$ cat src/rtl/lector_destinos.sv
// lector_destinos: round-robin drain of the D0/D1 destination FIFOs into a valid/ready word stream
module lector_destinos #(
    parameter int DATA_WIDTH = 6,
    parameter int CNT_WIDTH  = 8,
    parameter int ROUTE_BIT  = 4
) (
    input  logic                  clk,
    input  logic                  reset,
    input  logic                  enable,
    input  logic                  empty_fifo_D0,
    input  logic                  empty_fifo_D1,
    input  logic [DATA_WIDTH-1:0] data_out_D0,
    input  logic [DATA_WIDTH-1:0] data_out_D1,
    output logic                  D0_pop,
    output logic                  D1_pop,
    output logic [DATA_WIDTH-1:0] data_out,
    output logic                  valid_out,
    output logic                  dest_out,
    input  logic                  ready_in,
    output logic [CNT_WIDTH-1:0]  count_D0,
    output logic [CNT_WIDTH-1:0]  count_D1,
    output logic                  error_route,
    output logic                  idle_out
);
    typedef enum logic [1:0] {IDLE, CAPTURE, HOLD} state_t;

    state_t                state;
    logic                  last;
    logic                  pend_dest;
    logic                  can_pop;
    logic                  pop_go;
    logic                  sel;
    logic [DATA_WIDTH-1:0] word;

    assign can_pop  = enable & (!empty_fifo_D0 | !empty_fifo_D1);
    // On a tie take the FIFO not popped last; otherwise the only non-empty one.
    assign sel      = (!empty_fifo_D0 & !empty_fifo_D1) ? !last : empty_fifo_D0;
    // Pops only from IDLE or from HOLD in the same cycle the held word is accepted.
    assign pop_go   = !reset & can_pop & ((state == IDLE) | ((state == HOLD) & ready_in));
    assign D0_pop   = pop_go & !sel;
    assign D1_pop   = pop_go & sel;
    assign word     = pend_dest ? data_out_D1 : data_out_D0;
    assign idle_out = (state == IDLE) & empty_fifo_D0 & empty_fifo_D1;

    // Pop / capture / hold sequencing with counters and sticky route check.
    always_ff @(posedge clk or posedge reset) begin
        if (reset) begin
            state       <= IDLE;
            last        <= 1'b1;
            pend_dest   <= 1'b0;
            data_out    <= '0;
            dest_out    <= 1'b0;
            valid_out   <= 1'b0;
            count_D0    <= '0;
            count_D1    <= '0;
            error_route <= 1'b0;
        end else begin
            if (pop_go) begin
                pend_dest <= sel;
                last      <= sel;
            end
            case (state)
                IDLE: if (pop_go) state <= CAPTURE;
                CAPTURE: begin
                    data_out  <= word;
                    dest_out  <= pend_dest;
                    valid_out <= 1'b1;
                    if (pend_dest) count_D1 <= count_D1 + CNT_WIDTH'(1);
                    else count_D0 <= count_D0 + CNT_WIDTH'(1);
                    if (word[ROUTE_BIT] != pend_dest) error_route <= 1'b1;
                    state <= HOLD;
                end
                HOLD: if (ready_in) begin
                    valid_out <= 1'b0;
                    state     <= pop_go ? CAPTURE : IDLE;
                end
                default: state <= IDLE;
            endcase
        end
    end
endmodule

$ cat config.mk
export PLATFORM = sky130hd
export DESIGN_NAME = lector_destinos
export DESIGN_NICKNAME = d
export VERILOG_FILES = /design/src/rtl/lector_destinos.sv
export SDC_FILE = /design/constraint.sdc
export NUM_CORES = 1
export LEC_CHECK = 0
export ABC_AREA = 1
export BUFFER_PORTS_ARGS = -buffer_cell sky130_fd_sc_hd__clkbuf_2
export CELL_PAD_IN_SITES_DETAIL_PLACEMENT = 1
export CELL_PAD_IN_SITES_GLOBAL_PLACEMENT = 1
export CORE_MARGIN = 2
export CORE_UTILIZATION = 30
export CTS_CLUSTER_DIAMETER = 80
export DETAILED_ROUTE_END_ITERATION = 7
export PLACE_DENSITY_LB_ADDON = 0.1
export SLEW_MARGIN = 10
export SYNTH_ARGS = -nofsm -noshare
export SYNTH_HDL_FRONTEND = slang
export SYNTH_SLANG_ARGS = --single-unit
$ cat constraint.sdc
create_clock -name clk -period 1.7 [get_ports clk]
set_clock_uncertainty 0.2 [all_clocks]
set_input_delay 0.34 -clock clk [delete_from_list [all_inputs] [get_ports clk]]
set_output_delay 0.34 -clock clk [all_outputs]
set_load 0.02 [all_outputs]
==> results.txt, run 1 <==
----------------------------------------------------
[Status]
  Run status ... finished with violations
  Violated checks ... setup timing

[Synthesis]
  Area contributors post-synth ... sky130_fd_sc_hd__dfrtp_1, sky130_fd_sc_hd__nand2_1, sky130_fd_sc_hd__inv_1
  Cell area after synthesis ... 1390 sq um
  Mean area per synthesized cell ... approximately 8.6 sq um
  Proportion of netlist area held by the largest area contributor ... 0.503
  Synth Register Bits ... 29
  Count of warnings emitted by yosys ... 0
  Number of instances in the synthesized netlist ... roughly 160
  Mapped Nets ... 182
  Library cells used by synthesis ... 27
  Share of synthesized area occupied by flip-flops and latches ... 0.522
  Largest area contributor in the netlist ... sky130_fd_sc_hd__dfrtp_1

[CTS]
  Max Root-Sink Buffers ... 2
  Worst-path clk slew ... around 0.060 ns
  CTS tree ... yes
  Root Driver ... sky130_fd_sc_hd__clkbuf_8
  Clk Latency, worst-skew pair ... about 0.28 ns
  Total number of clock tree sinks ... 29
  Num CTS Buffers ... 5
  H-tree levels ... 2

[Final layout]
  Area of all placed cells without fillers ... approximately 1900 sq um
  Fraction of layout cells with a size suffix above 1 ... 0.360
  Antenna fix cells ... 0
  Post-layout nets ... around 240
  Most common cell after layout, fill and taps aside ... sky130_fd_sc_hd__nand2_1
  Most frequent cells in the layout ... sky130_fd_sc_hd__nand2_1, sky130_fd_sc_hd__clkbuf_2, sky130_fd_sc_hd__dfrtp_1, sky130_fd_sc_hd__inv_1, sky130_fd_sc_hd__nand3_1
  Layout overhead on the synthesized area ... 36.2%

[Floorplanning]
  Die Span X ... a little over 70 um
  Initial Utilization ... 0.316
  Area of the placeable core ... ~4400 sq um
  Height of the die ... roughly 72 um
  Die area ... approximately 5200 sq um
  Io pins ... 46
  Count of standard-cell rows ... 24

[Run]
  Number of max-cap violations ... 0

[Timing]
  Final critical delay including setup and external delays ... between 1.5 and 2 ns
  Final cycle utilization of the critical path ... 1.08
  Fin. max-slew vios ... 0
  Slew HR ... 0.692
  Transition time at the pin with the least slew margin ... around 0.46 ns
  Post-layout worst setup margin ... -0.129 ns
  Unrepaired setup endpoints after global routing ... true
  Setup violators final ... 3
  Max Freq ... about 550 MHz
  Fin. Hold Viols ... 0

[Global routing]
  GRT overflow ... 0
  Global-route total usage across every layer ... 0.153
  Maximum number of pins on one net before global-route repair ... 30
  Global-route wire length before repair ... slightly above 6000 um
  Number of antenna violations at the first check in global routing ... 0
  Number of global-route vias before repair ... about 1400

[Place]
  Post-detailed-placement cell area ... 1680 sq um
  I/O Buffers ... 45
  Final HPWL DP ... ~2500 um
  Routability-driven placement congestion ratio ... between 0.7 and 0.8

[Setup path]
  Crit Reg-Reg Startpoint ... state[1]
  Kind of start point of the critical path ... flop
  Data arrival, critical path ... roughly 1.3 ns
  Endpoint class of the critical path ... output pin
  CP Max Fanout ... 4
  Endpoint required time on the critical path ... approximately 1.2 ns
  Setup slack of the worst register-to-register path ... approximately 0.07 ns
  R2R cell count ... 8
  Type of the worst setup path ... flop to output pin
  Reg2reg end ... count_D0[3]

[Pwr]
  Lkg Pwr ... ~1.0 nW
  Final Power ... 2.30 mW
  Power density cells ... about 1200 nW/um^2
  Maximum VDD drop ... around 370 uV

[Routing]
  Uppermost layer routed ... met4
  Ratio of routed vias to standard cells ... around 4.6
  Residual DRC count ... 0
  Routed wl met2 ... between 1500 and 2000 um
  Post-route ant nets ... 0
  Detailed-route via count ... 1265
  Total detailed-routing wirelength ... around 3500 um
  Detailed-routing iteration count for the pre-antenna-repair pass ... 2
  Detailed-routing wirelength on met1 ... roughly 1500 um
  Routed wirelength normalized by instance count ... between 10 and 15 um
  Number of DRC markers in iteration 0 ... slightly below 50
  Met3 Routed Length ... approximately 140 um

[Hold path]
  Worst hold start ... data_out_D1[2]
  Type of the most critical hold path ... primary input to flop
  Number of cells on the worst hold path ... 3
  Terminating pin of the worst hold path ... data_out[2]

----------------------------------------------------
metrics by stage:
stage | setup WS [ns] | TNS (ns) | util | instances | hold slack, ns
2_1_floorplan | 0.131 | 0 | - | 162 | 0.217
3_3_place_gp | 0.0598 | 0 | 0.380 | 258 | 0.240
3_5_place_dp | -0.00731 | -0.00731 | 0.380 | 258 | 0.247
4_1_cts | -0.0995 | -0.194 | 0.413 | 269 | 0.0603
5_1_grt | -0.194 | -0.448 | 0.430 | 274 | 0.0705
6_report | -0.129 | -0.248 | 0.430 | 274 | 0.0688
registers in the layout, indices dropped and copies added, names as in the netlist:
signal and count:
count_D1 8, error_route 1, last 1, pend_dest 1, count_D0 8, state 2, valid_out 1, dest_out 1
data_out 6
Yosys cell counts (all sizes together):
cell type / number
o21ai: 3
a21o: 1
nor3: 4
nand2: 62
inv: 19
nand3b: 3
dfrtp: 28
dfstp: 1
nand3: 12
ha: 2
buf: 3
nor2: 12
xor2: 4
a21oi: 3
xnor2: 2
nand4: 1
o21bai: 1
or2: 1
logic make-up (layout without fill, tap and decap cells):
| logic type | after synthesis | in the layout | share of synthesized area |
|---|---|---|---|
| compound gates | 8 | 8 | 0.0323 |
| xor+xnor | 6 | 6 | 0.0431 |
| fa+ha+maj | 2 | 2 | 0.0180 |
| buf+inv | 22 | 82 | 0.0664 |
| flops | 29 | 29 | 0.522 |
| simple gates | 95 | 95 | 0.319 |
metal layers:
layer	GRT usage	up-vias
met5	0	-
met1	0.181	609
li1	-	619
met4	0.0755	0
met2	0.265	29
met3	0.0306	8
where the power goes:
group          leakage, nW  switching (mW)  total, mW  internal, mW
logic                0.631           0.432      0.700         0.267
registers            0.370           0.167       1.02         0.855
clock network       0.0443           0.255      0.576         0.321
worst max path at each step:
stage | from | cells after the start | end
2_1_floorplan | state[0] | 3 | D0_pop
3_3_place_gp | ready_in | 8 | D1_pop
3_5_place_dp | ready_in | 8 | D1_pop
4_1_cts | state[1] | 6 | D1_pop
5_1_grt | state[1] | 6 | D1_pop
6_report | state[1] | 6 | D1_pop
area by class of cell:
type | instances | area (sq um)
multi-input cells | 111 | 609
inverters | 19 | 73.8
repair buffers | 56 | 337
fillers | 546 | 2520
clock buffers | 7 | 86.3
well taps | 52 | 65.1
flip-flops and latches | 29 | 727
what timing repair did:
item / CTS / global route
endpoints found under the setup margin: 3 / 7
hold endpoints to repair: 28 / 0
hold buffers: 1 / 0
setup buffers: 3 / 5
resized for setup: 10 / 11
pin swaps: 3 / 3
worst max-delay path, stage by stage, from the launching register on:
cell and delay (ns):
sky130_fd_sc_hd__dfrtp_1 0.40, sky130_fd_sc_hd__a21oi_2 0.20, sky130_fd_sc_hd__nand2_2 0.11, sky130_fd_sc_hd__inv_2 0.08
sky130_fd_sc_hd__nand2_2 0.06, sky130_fd_sc_hd__inv_2 0.06, sky130_fd_sc_hd__buf_8 0.10
Power figures use the tool's default switching activity.
==> run 2, diff against run 1 <==
Settings changed: CORE_ASPECT_RATIO set to 1.2, CORE_MARGIN 2 to unset, CORE_UTILIZATION 30 to 25.
==> run 2 against run 1 <==
  * The run still ends with setup timing left
  * First-iteration DRC count is 73% lower
  * Global-route usage is 2.4 points lower
  * Die area is 13% higher
  * Worst setup slack better by 0.016 ns
  * Hold slack improved by 0.013 ns
  * Via count is essentially flat
  * Count of clock-buffer cells in the layout stayed put
  * Critical path depth unchanged
  * Sequential power about the same
  * Sequential share of layout area is 0.58 points lower
  * Total power is essentially flat
  * Critical path type unchanged
==> results.txt, run 2 (synthesis results as in run 1) <==
----------------------------------------------------
[Setup path]
  Kind of start point of the critical path ... flop (unchanged)
  Endpoint required time on the critical path ... 1.16 ns (about the same)
  Endpoint class of the critical path ... output pin (unchanged)
  CP Max Fanout ... 4 (unchanged)
  Setup slack of the worst register-to-register path ... 0.09 ns (was 0.07 ns)
  Maximum single-stage delay on the critical path ... 0.40 ns (about the same)
  Type of the worst setup path ... flop to output pin (unchanged)
  R2R cell count ... 7 (was 8)
  Crit Reg-Reg Startpoint ... state[1] (unchanged)
  Cell breakdown of the critical path ... a21oi_2, nand2_2, inv_2, nand2_4, inv_4, buf_8 (was a21oi_2, nand2_2, inv_2, nand2_2, inv_2, buf_8)
  Setup crit end ... D1_pop (unchanged)
  Crit path max-delay cell type ... sky130_fd_sc_hd__dfrtp_1 (unchanged)
  Data arrival, critical path ... 1.27 ns (was 1.29 ns)
  Startpoint of the most critical setup path ... state[1] (unchanged)
  Reg2reg end ... count_D0[3] (unchanged)

[Global routing]
  Number of antenna violations at the first check in global routing ... 0 (unchanged)
  GRT overflow ... 0 (unchanged)
  Global-route total usage across every layer ... 0.129 (was 0.153)
  Global-route wire length before repair ... 5960 um (was 6180 um)
  Number of global-route vias before repair ... 1330 (was 1385)
  Maximum number of pins on one net before global-route repair ... 30 (unchanged)

[Place]
  I/O Buffers ... 45 (unchanged)
  Cells after DPL ... 268 (was 258)
  Routability-driven placement congestion ratio ... 0.713 (was 0.706)
  Final HPWL DP ... 2600 um (was 2510 um)
  Post-place setup slack ... -0.0150 ns (was -0.00731 ns)

[Final layout]
  Most frequent cells in the layout ... sky130_fd_sc_hd__nand2_1, sky130_fd_sc_hd__clkbuf_2, sky130_fd_sc_hd__dfrtp_1, sky130_fd_sc_hd__inv_1, sky130_fd_sc_hd__nand3_1 (unchanged)
  Non-filler cells in the finished layout ... 285 (was 274)
  Fraction of layout cells with a size suffix above 1 ... 0.368 (was 0.360)
  Most common cell after layout, fill and taps aside ... sky130_fd_sc_hd__nand2_1 (unchanged)
  Post-layout nets ... 243 (was 242)
  Registers with the most flip-flops ... count_D0 (8), count_D1 (8), data_out (6) (unchanged)
  Layout overhead on the synthesized area ... 38.5% (was 36.2%)
  Antenna fix cells ... 0 (unchanged)

[CTS]
  Total number of clock tree sinks ... 29 (unchanged)
  Clk Latency, worst-skew pair ... 0.27 ns (was 0.28 ns)
  H-tree levels ... 2 (unchanged)
  Worst-path clk slew ... 0.06 ns (about the same)
  Max Root-Sink Buffers ... 2 (unchanged)
  Num CTS Buffers ... 5 (unchanged)
  CTS tree ... yes (unchanged)
  Root Driver ... sky130_fd_sc_hd__clkbuf_8 (unchanged)

[Floorplanning]
  Io pins ... 46 (unchanged)
  Count of standard-cell rows ... 29 (was 24)
  Die Span X ... 70.2 um (was 72.2 um)
  Die area ... 5880 sq um (was 5210 sq um)
  Initial Utilization ... 0.261 (was 0.316)
  Area of the placeable core ... 5330 sq um (was 4410 sq um)
  Height of the die ... 83.8 um (was 72.2 um)

[Routing]
  Number of DRC markers in iteration 0 ... 13 (was 49)
  Detailed-route via count ... 1266 (was 1265)
  Residual DRC count ... 0 (unchanged)
  Total detailed-routing wirelength ... 3530 um (was 3550 um)
  Post-route ant nets ... 0 (unchanged)
  Routed wirelength normalized by instance count ... 12.4 um (was 12.9 um)
  Ratio of routed vias to standard cells ... 4.44 (was 4.62)
  Detailed-routing iteration count for the pre-antenna-repair pass ... 3 (was 2)

[Timing]
  Fin. max-slew vios ... 0 (unchanged)
  Final cycle utilization of the critical path ... 1.07 (was 1.08)
  Setup_tns ... -0.177 ns (was -0.248 ns)
  Max Freq ... 551 MHz (was 547 MHz)
  Final critical delay including setup and external delays ... 1.81 ns (was 1.83 ns)
  Slew HR ... 0.738 (was 0.692)
  Fin. Hold Viols ... 0 (unchanged)
  Transition time at the pin with the least slew margin ... 0.393 ns (was 0.462 ns)
  Unrepaired setup endpoints after global routing ... true (unchanged)
  Post-layout worst setup margin ... -0.113 ns (was -0.129 ns)
  Setup violators final ... 2 (was 3)

[Pwr]
  Final Power ... 2.30 mW (about the same)
  Lkg Pwr ... 1.06 nW (was 1.05 nW)
  Power density cells ... 1190 nW/um^2 (was 1210 nW/um^2)
  Maximum VDD drop ... 395 uV (was 372 uV)

[Status]
  Violated checks ... setup timing (unchanged)
  Run status ... finished with violations (unchanged)

[Hold path]
  Type of the most critical hold path ... primary input to flop (unchanged)

[Run]
  Number of max-cap violations ... 0 (unchanged)

----------------------------------------------------
==> run 2: cell count changes in the layout (fill, tap and decap cells not counted) <==
cell	previous run	this run
sky130_fd_sc_hd__dfrtp_1	28	27
sky130_fd_sc_hd__nand2_4	0	2
sky130_fd_sc_hd__nor2_2	1	2
sky130_fd_sc_hd__nor3_2	2	1
sky130_fd_sc_hd__o21bai_2	0	1
sky130_fd_sc_hd__o21bai_1	1	0
sky130_fd_sc_hd__buf_6	3	2
sky130_fd_sc_hd__buf_12	0	1
sky130_fd_sc_hd__nand2_2	4	2
sky130_fd_sc_hd__nand2_1	57	58
sky130_fd_sc_hd__nand2_8	1	0
sky130_fd_sc_hd__dfrtp_2	0	1
sky130_fd_sc_hd__nor3_4	0	1
==> run 2: metrics by stage <==
| stage | util | hold WS, ns | area [sq um] |
|---|---|---|---|
| 2_1_floorplan | - | 0.217 | 1390 |
| 6_report | 0.362 | 0.0815 | 1930 |
| 4_1_cts | 0.346 | 0.0749 | 1840 |
| 5_1_grt | 0.362 | 0.0855 | 1930 |
| 3_5_place_dp | 0.317 | 0.249 | 1690 |
| 3_3_place_gp | 0.317 | 0.243 | 1690 |
==> run 2: cell type report <==
type	instances	area (sq um)
Inverter	19	73.8
Fill cell	642	3400
Timing Repair Buffer	56	345
Clock buffer	7	86.3
Multi-Input combinational cell	112	619
Sequential cell	29	728
Tap cell	62	77.6
==> run 2: worst min path at each step <==
stage | start | end | slack [ns] | depth (start not counted)
global placement | error_route | error_route | 0.24 | 1
finish | data_out_D1[3] | data_out[3] | 0.08 | 3
global route | data_out_D1[5] | data_out[5] | 0.09 | 3
floorplan | reset | count_D0[0] | 0.22 | 1
detailed placement | error_route | error_route | 0.25 | 1
CTS | data_out_D1[3] | data_out[3] | 0.07 | 3
==> run 2: repair_timing <==
item	CTS	global route
cloned	0	1
pin swaps	3	3
hold buffers	1	0
buffers inserted	3	5
resized for setup	12	9
endpoints found under the setup margin	3	7
endpoints found under the hold margin	28	0
==> run 2: critical path, delay by kind of cell (launching register included) <==
family | cells | cell delay (ns)
flops | 1 | 0.40
buf+inv | 3 | 0.25
compound gates | 1 | 0.18
simple gates | 2 | 0.17
==> run 2: routing by layer <==
layer	up-vias	global-route usage	routed length (um)
met5	-	0	0
met4	0	0.0436	24
met3	2	0.0350	156
met2	27	0.235	1950
met1	617	0.144	1400
li1	620	-	-
==> run 2: power breakdown <==
group          total (mW)  switching [mW]  internal [mW]
sequential           1.03           0.176          0.856
combinational       0.706           0.437          0.270
clock               0.558           0.237          0.320
